$ cat src/rtl/uart_tx_arbiter_if.sv
// uart_tx_arbiter_if: client/transmitter bus of the UART TX arbiter.
// master: en, req, req_data, tx_done driven toward the arbiter.
// slave: gnt, tx_start, tx_data, owner_id, busy, done_valid, err_timeout driven by the arbiter.
`timescale 1ns/1ps
interface uart_tx_arbiter_if #(
  parameter int N_REQ = 4,
  parameter int DATA_BITS = 3
);
  localparam int IW = $clog2(N_REQ);
  logic en;
  logic [N_REQ-1:0] req;
  logic [N_REQ*DATA_BITS-1:0] req_data;
  logic tx_done;
  logic [N_REQ-1:0] gnt;
  logic tx_start;
  logic [DATA_BITS-1:0] tx_data;
  logic [IW-1:0] owner_id;
  logic busy;
  logic done_valid;
  logic err_timeout;
  modport master (
    output en, req, req_data, tx_done,
    input gnt, tx_start, tx_data, owner_id, busy, done_valid, err_timeout
  );
  modport slave (
    input en, req, req_data, tx_done,
    output gnt, tx_start, tx_data, owner_id, busy, done_valid, err_timeout
  );
endinterface

$ cat src/rtl/uart_tx_arbiter.sv
// uart_tx_arbiter: round-robin sharing of one UART transmitter among N_REQ requesters.
// clk, rst_n (async, active-low); bus: slave side of uart_tx_arbiter_if.
`timescale 1ns/1ps
module uart_tx_arbiter #(
  parameter int DATA_BITS = 3,
  parameter int N_REQ = 4,
  parameter int TIMEOUT_CYC = 4096
) (
  input logic clk,
  input logic rst_n,
  uart_tx_arbiter_if.slave bus
);
  localparam int IW = $clog2(N_REQ);
  localparam int CW = $clog2(TIMEOUT_CYC);
  typedef enum logic [1:0] {IDLE, ISSUE, WAIT_DONE} state_t;
  state_t state, state_n;
  logic [IW-1:0] ptr, ptr_n, owner_q, owner_n, win;
  logic [CW-1:0] cnt, cnt_n;
  logic [N_REQ-1:0] gnt_q, gnt_n;
  logic [DATA_BITS-1:0] data_q, data_n;
  logic start_q, start_n, busy_q, busy_n, dv_q, dv_n, to_q, to_n, hit;
  assign bus.gnt = gnt_q;
  assign bus.tx_start = start_q;
  assign bus.tx_data = data_q;
  assign bus.owner_id = owner_q;
  assign bus.busy = busy_q;
  assign bus.done_valid = dv_q;
  assign bus.err_timeout = to_q;
  // ptr holds the highest-priority index for the next grant
  always_comb begin
    win = '0;
    hit = 1'b0;
    for (int i = 0; i < N_REQ; i++)
      if (!hit && bus.req[(int'(ptr) + i) % N_REQ]) begin
        win = IW'((int'(ptr) + i) % N_REQ);
        hit = 1'b1;
      end
  end
  always_comb begin
    state_n = state;
    ptr_n = ptr;
    cnt_n = cnt;
    owner_n = owner_q;
    data_n = data_q;
    gnt_n = '0;
    start_n = 1'b0;
    busy_n = busy_q;
    dv_n = 1'b0;
    to_n = 1'b0;
    case (state)
      IDLE: if (bus.en && hit) begin
        state_n = ISSUE;
        owner_n = win;
        data_n = bus.req_data[int'(win)*DATA_BITS +: DATA_BITS];
        gnt_n = N_REQ'(1) << win;
        start_n = 1'b1;
        busy_n = 1'b1;
      end
      ISSUE: begin
        state_n = WAIT_DONE;
        ptr_n = (owner_q == IW'(N_REQ-1)) ? '0 : owner_q + IW'(1);
        cnt_n = '0;
      end
      WAIT_DONE: begin
        cnt_n = cnt + CW'(1);
        if (bus.tx_done || cnt == CW'(TIMEOUT_CYC-1)) begin
          state_n = IDLE;
          busy_n = 1'b0;
          dv_n = bus.tx_done;
          to_n = !bus.tx_done;
        end
      end
      default: state_n = IDLE;
    endcase
  end
  always_ff @(posedge clk or negedge rst_n)
    if (!rst_n) begin
      state <= IDLE;
      ptr <= '0;
      cnt <= '0;
      owner_q <= '0;
      data_q <= '0;
      gnt_q <= '0;
      start_q <= 1'b0;
      busy_q <= 1'b0;
      dv_q <= 1'b0;
      to_q <= 1'b0;
    end else begin
      state <= state_n;
      ptr <= ptr_n;
      cnt <= cnt_n;
      owner_q <= owner_n;
      data_q <= data_n;
      gnt_q <= gnt_n;
      start_q <= start_n;
      busy_q <= busy_n;
      dv_q <= dv_n;
      to_q <= to_n;
    end
endmodule

$ cat src/flat_wrapper.sv
// flat-port wrapper written by rule: the top's interface ports become plain ports
module uart_tx_arbiter_flat 
#(
  parameter int DATA_BITS = 3,
  parameter int N_REQ = 4,
  parameter int TIMEOUT_CYC = 4096
)
  (clk, rst_n, bus_en, bus_req, bus_req_data, bus_tx_done, bus_gnt, bus_tx_start, bus_tx_data, bus_owner_id, bus_busy, bus_done_valid, bus_err_timeout);
  uart_tx_arbiter_if #(.N_REQ(N_REQ), .DATA_BITS(DATA_BITS)) bus_i ();
  input logic clk;
  input logic rst_n;
  input wire logic [$bits(bus_i.en)-1:0] bus_en;
  input wire logic [$bits(bus_i.req)-1:0] bus_req;
  input wire logic [$bits(bus_i.req_data)-1:0] bus_req_data;
  input wire logic [$bits(bus_i.tx_done)-1:0] bus_tx_done;
  output wire logic [$bits(bus_i.gnt)-1:0] bus_gnt;
  output wire logic [$bits(bus_i.tx_start)-1:0] bus_tx_start;
  output wire logic [$bits(bus_i.tx_data)-1:0] bus_tx_data;
  output wire logic [$bits(bus_i.owner_id)-1:0] bus_owner_id;
  output wire logic [$bits(bus_i.busy)-1:0] bus_busy;
  output wire logic [$bits(bus_i.done_valid)-1:0] bus_done_valid;
  output wire logic [$bits(bus_i.err_timeout)-1:0] bus_err_timeout;
  assign bus_i.en = bus_en;
  assign bus_i.req = bus_req;
  assign bus_i.req_data = bus_req_data;
  assign bus_i.tx_done = bus_tx_done;
  assign bus_gnt = bus_i.gnt;
  assign bus_tx_start = bus_i.tx_start;
  assign bus_tx_data = bus_i.tx_data;
  assign bus_owner_id = bus_i.owner_id;
  assign bus_busy = bus_i.busy;
  assign bus_done_valid = bus_i.done_valid;
  assign bus_err_timeout = bus_i.err_timeout;
  uart_tx_arbiter #(.DATA_BITS(DATA_BITS), .N_REQ(N_REQ), .TIMEOUT_CYC(TIMEOUT_CYC)) u_core (.clk(clk), .rst_n(rst_n), .bus(bus_i));
endmodule
$ cat config.mk
export PLATFORM = sky130hd
export DESIGN_NAME = uart_tx_arbiter_flat
export DESIGN_NICKNAME = d
export VERILOG_FILES = /design/src/rtl/uart_tx_arbiter_if.sv /design/src/rtl/uart_tx_arbiter.sv /design/src/flat_wrapper.sv
export SDC_FILE = /design/constraint.sdc
export NUM_CORES = 1
export LEC_CHECK = 0
export BUFFER_PORTS_ARGS = -buffer_cell sky130_fd_sc_hd__buf_2
export CORE_AREA = 5 5 73 55
export CTS_CLUSTER_DIAMETER = 120
export CTS_CLUSTER_SIZE = 8
export DETAILED_ROUTE_END_ITERATION = 8
export DIE_AREA = 0 0 78 60
export GPL_TIMING_DRIVEN = 0
export MAX_ROUTING_LAYER = met4
export PLACE_DENSITY = 0.73
export SKIP_CTS_REPAIR_TIMING = 1
export SLEW_MARGIN = 5
export SYNTH_ARGS = -nofsm -noshare
export SYNTH_HDL_FRONTEND = slang
export SYNTH_SLANG_ARGS = --single-unit
$ cat constraint.sdc
create_clock -name clk -period 1.8 [get_ports clk]
set_input_delay 0.18 -clock clk [delete_from_list [all_inputs] [get_ports clk]]
set_output_delay 0.18 -clock clk [all_outputs]
set_load 0.03 [all_outputs]
==> results of run 1 <==
-- cells in the final DEF (no fill, tap or decap), drive strengths merged, types with 2 or more instances in the layout --
| master | instances |
|---|---|
| and3 | 4 |
| xnor2 | 2 |
| nand4 | 3 |
| nor2 | 13 |
| a2111oi | 3 |
| bufinv | 2 |
| nand3 | 8 |
| inv | 11 |
| mux2i | 4 |
| nor3 | 4 |
| buf | 38 |
| or3 | 3 |
| clkbuf | 6 |
| dfrtp | 29 |
| a211oi | 3 |
| xor2 | 3 |
| and2 | 3 |
| a21boi | 4 |
| a21oi | 7 |
| o21ai | 13 |
| mux2 | 2 |
| ha | 6 |
| nand2 | 10 |
-- cell families after synthesis --
kind of cell | count (synthesis)
AOI/OAI and AO/OA | 36
xor gates and xnor gates | 5
adders and majority gates | 6
muxes | 6
DFF | 29
and+or+nand+nor | 51
buffers and inverters | 13
-- worst reg2reg max path: stages, from the launching register on --
cell     delay, ns
dfrtp_2       0.46
ha_2          0.23
nand4_1       0.09
nor3_1        0.07
or3b_4        0.40
o21ai_2       0.09
mux2_1        0.34
-- final cells by class --
class	instances	area, sq um
Clock inverter	3	65.1
Inverter	11	43.8
Fill cell	273	1400
Tap cell	40	50.0
Buffer	2	11.3
Sequential cell	29	728
Timing Repair Buffer	38	208
Clock buffer	5	68.8
Multi-Input combinational cell	104	741
-- worst min-delay path by stage --
stage	start	end	slack, ns	cells after the start
global placement	rst_n	u_core.cnt[8]	0.22	1
finish	bus_tx_done	u_core.bus.done_valid	0.15	2
floorplan	rst_n	u_core.bus.busy	-0.12	0
global route	bus_tx_done	u_core.bus.done_valid	0.15	2
CTS	rst_n	u_core.cnt[8]	-0.09	1
detailed placement	rst_n	u_core.cnt[9]	0.23	1
-- stage by stage --
stage / utilization / setup TNS (ns)
floorplan: - / 0
global placement: 0.511 / -0.0408
detailed placement: 0.511 / -0.237
CTS: 0.551 / -0.281
global route: 0.579 / -0.0260
finish: 0.579 / 0
-- where the power goes --
group	total [W]	switching (W)	internal, W
clock network	0.000808	0.000258	0.000550
logic	0.00116	0.000725	0.000438
registers	0.000933	0.000127	0.000806
-- per-layer routing --
layer / up-vias / track usage
met2: 32 / 0.275
met5: - / -
met1: 608 / 0.173
met4: 0 / 0.0795
li1: 605 / -
met3: 7 / 0.0482
-- state kept, by name (all words and copies together), names as in the netlist --
register,count
u_core.bus.gnt,4
u_core.bus.done_valid,1
u_core.state,2
u_core.bus.tx_data,3
u_core.ptr,2
u_core.bus.tx_start,1
u_core.cnt,12
u_core.bus.err_timeout,1
u_core.bus.busy,1
u_core.bus.owner_id,2
==> results.sh, run 1 <==
export IMPL_hp_class="primary input to flop"
export IMPL_fp_row_count=18
export IMPL_critPathCapture="u_core.state[1]"
export IMPL_reg2reg_slack_ns=0.007
export IMPL_whs_ns=0.147
export IMPL_dpl_hpwl_um=2480
export IMPL_antenna_found_initial=0
export IMPL_first_pass_iters=4
export IMPL_synth_top_area_frac=0.490
export IMPL_synth_area_leaders="dfrtp_1 (49%), ha_1 (5.1%), o21ai_0 (3.4%), nor2_1 (3.3%), mux2i_1 (2.7%)"
export IMPL_fin_ws_ns=0.00733
export IMPL_htreeDepth=2
export IMPL_grt_util_all_layers=0.161
export IMPL_wl_met2_um=1760
export IMPL_clock_sinks=29
export IMPL_clk_latency_ns=0.29
export IMPL_place_port_buffers=32
export IMPL_slew_headroom=0.585
export IMPL_synth_seq_cells=29
export IMPL_synthesis_area_sq_um=1480
export IMPL_cp_slowest_cell="dfrtp_2"
export IMPL_synth_warning_count=0
export IMPL_synth_top_family_by_area="simple AND/OR/NAND/NOR gates"
export IMPL_overflow=0
export IMPL_cellPowerDensity_nw_per_um2=1520
export IMPL_die_h_um=60
export IMPL_peakVddDrop_uv=696
export IMPL_finalCritPeriodShare=0.996
export IMPL_cts_buffers=5
export IMPL_maxCapViolCount=0
export IMPL_cts_tree="built"
export IMPL_grt_pass1_vias=1280
export IMPL_synth_top_area_cell="dfrtp_1"
export IMPL_synth_most_common_cell="dfrtp_1"
export IMPL_initial_core_util=0.447
export IMPL_antenna_diode_count=0
export IMPL_setup_worst_path_end_class="flop"
export IMPL_rr_worst_depth=6
export IMPL_io_pin_count=33
export IMPL_syn_to_final_growth_pct=29.3
export IMPL_cts_buffer_depth=2
export IMPL_status="finished, final reports clean"
export IMPL_dieArea_sq_um=4680
export IMPL_total_power_w=0.00290
export IMPL_vias_per_cell=5.40
export IMPL_postSynthAreaPerCell_sq_um=10.1
export IMPL_synth_distinct_cells=38
export IMPL_cts_root_buf="clkbuf_8"
export IMPL_crit_buf_inv=0
export IMPL_period_needed_ns=1.79
export IMPL_synthAdderAreaFrac=0.0507
export IMPL_synthesis_nets=172
export IMPL_vias=1252
export IMPL_drt_met1_wl_um=1390
export IMPL_finalHoldViolCount=0
export IMPL_placed_area_sq_um=1690
export IMPL_crit_start="u_core.cnt[1]"
export IMPL_synth_compound_area_frac=0.168
export IMPL_synth_edf_count=0
export IMPL_grt_max_degree=30
export IMPL_wl_met3_um=156
export IMPL_nNetsFinal=217
export IMPL_fmax_mhz=558
export IMPL_r2r_end="u_core.state[1]"
export IMPL_r2r_start="u_core.cnt[1]"
export IMPL_route_detailed_drc=0
export IMPL_drt_wl_total_um=3400
export IMPL_drive_above_1_share=0.344
export IMPL_report_final_slew_viol_count=0
export IMPL_dp_worst_setup_slack_ns=-0.0932
export IMPL_wire_per_inst_um=14.7
export IMPL_grt_pass1_wl_um=5600
export IMPL_routabilityCongestion=0.775
export IMPL_worstPathCellList="ha_2 > nand4_1 > nor3_1 > or3b_4 > o21ai_2 > mux2_1"
export IMPL_critPathTopFamily="simple AND/OR/NAND/NOR gates"
export IMPL_final_setup_viol_count=0
export IMPL_top_layer="met4"
export IMPL_drt_antenna_violating_nets=0
export IMPL_synthXorXnorAreaFrac=0.0296
export IMPL_p_leak_nw=0.897
export IMPL_netlist_instances=146
export IMPL_crit_required_ns=1.96
export IMPL_synthArstFlopShare=1.00
export IMPL_crit_cells=6
export IMPL_startpoint_type="flop"
export IMPL_worstSetupPathType="flop to flop"
export IMPL_synth_commonest_cells="dfrtp_1 (29), nor2_1 (13), inv_1 (10), o21ai_0 (10), nand2_1 (9)"
export IMPL_yosys_area_share_simple=0.184
export IMPL_fin_skew_ns=0.0102
export IMPL_core_area_sq_um=3310
export IMPL_ys_flop_type="dfrtp_1"
export IMPL_slowest_delay_ns=0.46
export IMPL_arrival_ns=1.95
export IMPL_fin_cells=232
export IMPL_dp_cells=218
export IMPL_fin_area_sq_um=1920
export IMPL_ys_seq_area_frac=0.490
export IMPL_die_w_um=78
export IMPL_clkSlewWorstSetupHoldPaths_ns=0.06
export IMPL_synth_mux_area_frac=0.0422
export IMPL_cp_max_fo=6
export IMPL_tightest_slew_ns=0.622
export IMPL_drt_initial_drc_count=40
Note: power is estimated with default switching activity, not from simulation.
==> run 2, diff against run 1 <==
--- a/config.mk
+++ b/config.mk
@@ -14,6 +14,7 @@
 export GPL_TIMING_DRIVEN = 0
 export MAX_ROUTING_LAYER = met4
 export PLACE_DENSITY = 0.73
+export RECOVER_POWER = 100
 export SKIP_CTS_REPAIR_TIMING = 1
 export SLEW_MARGIN = 5
 export SYNTH_ARGS = -nofsm -noshare
==> results.sh, run 2 (synthesis gave the netlist of run 1 again) <==
export IMPL_setup_worst_path_end_class="flop"
export IMPL_cellPowerDensity_nw_per_um2=1510
export IMPL_worstPathCellList="ha_2 > nand4_1 > nor3_1 > or3b_4 > o21ai_2 > mux2_1"
export IMPL_wl_met3_um=145
export IMPL_worstSetupPathType="flop to flop"
export IMPL_fp_row_count=18
export IMPL_final_setup_viol_count=0
export IMPL_largest_register="u_core.cnt"
export IMPL_cts_tree="built"
export IMPL_route_detailed_drc=0
export IMPL_period_needed_ns=1.78
export IMPL_top_layer="met4"
export IMPL_vias=1254
export IMPL_drt_met1_wl_um=1400
export IMPL_clk_latency_ns=0.29
export IMPL_cts_buffers=5
export IMPL_pwr_share_seq=0.324
export IMPL_r2r_start="u_core.cnt[1]"
export IMPL_fmax_mhz=561
export IMPL_first_pass_iters=4
export IMPL_finalCritPeriodShare=0.991
export IMPL_cts_buffer_depth=2
export IMPL_dp_worst_setup_slack_ns=-0.0932
export IMPL_wl_met2_um=1750
export IMPL_grt_max_degree=30
export IMPL_dieArea_sq_um=4680
export IMPL_pwr_share_clk=0.281
export IMPL_core_area_sq_um=3310
export IMPL_nNetsFinal=217
export IMPL_crit_start="u_core.cnt[1]"
export IMPL_worstHoldStart="bus_tx_done"
export IMPL_place_port_buffers=32
export IMPL_die_w_um=78
export IMPL_drt_antenna_violating_nets=0
export IMPL_cts_root_buf="clkbuf_8"
export IMPL_tightest_slew_ns=0.696
export IMPL_p_leak_nw=0.852
export IMPL_slew_headroom=0.536
export IMPL_grt_util_all_layers=0.161
export IMPL_crit_buf_inv=0
export IMPL_fin_ws_ns=0.0161
export IMPL_drive_above_1_share=0.276
export IMPL_maxCapViolCount=0
export IMPL_hp_class="primary input to flop"
export IMPL_arrival_ns=1.95
export IMPL_clock_sinks=29
export IMPL_finish_utilization=0.574
export IMPL_largest_reg_flops=12
export IMPL_routabilityCongestion=0.775
export IMPL_critPathTopFamily="simple AND/OR/NAND/NOR gates"
export IMPL_crit_required_ns=1.96
export IMPL_peakVddDrop_uv=695
export IMPL_htreeDepth=2
export IMPL_overflow=0
export IMPL_finalHoldViolCount=0
export IMPL_grt_pass1_wl_um=5600
export IMPL_clkSlewWorstSetupHoldPaths_ns=0.06
export IMPL_p_sw_frac=0.385
export IMPL_layout_common_cells="dfrtp_1 (27), buf_2 (18), nor2_1 (13), clkbuf_1 (13)"
export IMPL_fin_skew_ns=0.00899
export IMPL_die_h_um=60
export IMPL_drt_initial_drc_count=55
export IMPL_p_comb_frac=0.395
export IMPL_io_pin_count=33
export IMPL_status="finished, final reports clean"
export IMPL_dpl_hpwl_um=2480
export IMPL_grt_pass1_vias=1280
export IMPL_final_common_cell="dfrtp_1"
export IMPL_startpoint_type="flop"
export IMPL_syn_to_final_growth_pct=28.2
export IMPL_vias_per_cell=5.41
export IMPL_p_int_w=0.00177
export IMPL_antenna_found_initial=0
export IMPL_slowest_delay_ns=0.45
export IMPL_drt_wl_total_um=3380
export IMPL_antenna_diode_count=0
export IMPL_report_final_slew_viol_count=0
export IMPL_wire_per_inst_um=14.5
export IMPL_cp_max_fo=6
export IMPL_p_sw_w=0.00111
export IMPL_cp_slowest_cell="dfrtp_2"
export IMPL_initial_core_util=0.447
## run 2: changes by cell type in the layout (fill, tap and decap cells not counted), sizes merged
cell    change
buf        -15
clkbuf     +15
## run 2: cell type report
type                            count  area (sq um)
Clock inverter                      3          65.1
Tap cell                           40          50.0
Buffer                              2          11.3
Timing Repair Buffer               38           191
Inverter                           11          43.8
Clock buffer                        5          68.8
Multi-Input combinational cell    104           741
Sequential cell                    29           728
Fill cell                         281          1410
## run 2: final timing paths
kind	endpoint	slack (ns)	depth (start not counted)
min reg2reg	u_core.bus.busy	0.55	1
max reg2reg	u_core.state[1]	0.02	6
min in group asynchronous	u_core.cnt[8]	0.47	2
max in group asynchronous	u_core.cnt[1]	0.83	2
min	u_core.bus.done_valid	0.15	2
max	u_core.state[1]	0.02	6
## run 2: per-stage QoR
step | instance area [sq um] | power, W | hold slack, ns | std cells | TNS [ns]
final | 1900 | 0.00287 | 0.146 | 232 | 0
after global routing | 1900 | 0.00305 | 0.149 | 232 | -0.0260
after CTS | 1830 | 0.00278 | -0.0851 | 226 | -0.281
after detailed placement | 1690 | 0.00197 | 0.234 | 218 | -0.237
after global placement | 1690 | 0.00190 | 0.220 | 218 | -0.0408
after floorplan | 1480 | 0.00166 | -0.116 | 146 | 0
## run 2: power by group through the flow
stage / logic (W) / clock network, W / registers [W]
floorplan: 0.000567 / 0 / 0.00109
global placement: 0.000970 / 0 / 0.000927
detailed placement: 0.00102 / 0 / 0.000942
CTS: 0.00102 / 0.000821 / 0.000932
global route: 0.00125 / 0.000855 / 0.000949
finish: 0.00114 / 0.000807 / 0.000932
## run 2: layer usage
layer / GRT usage / vias up
li1: - / 608
met1: 0.173 / 608
met2: 0.275 / 31
met3: 0.0482 / 7
met4: 0.0795 / 0
met5: - / -
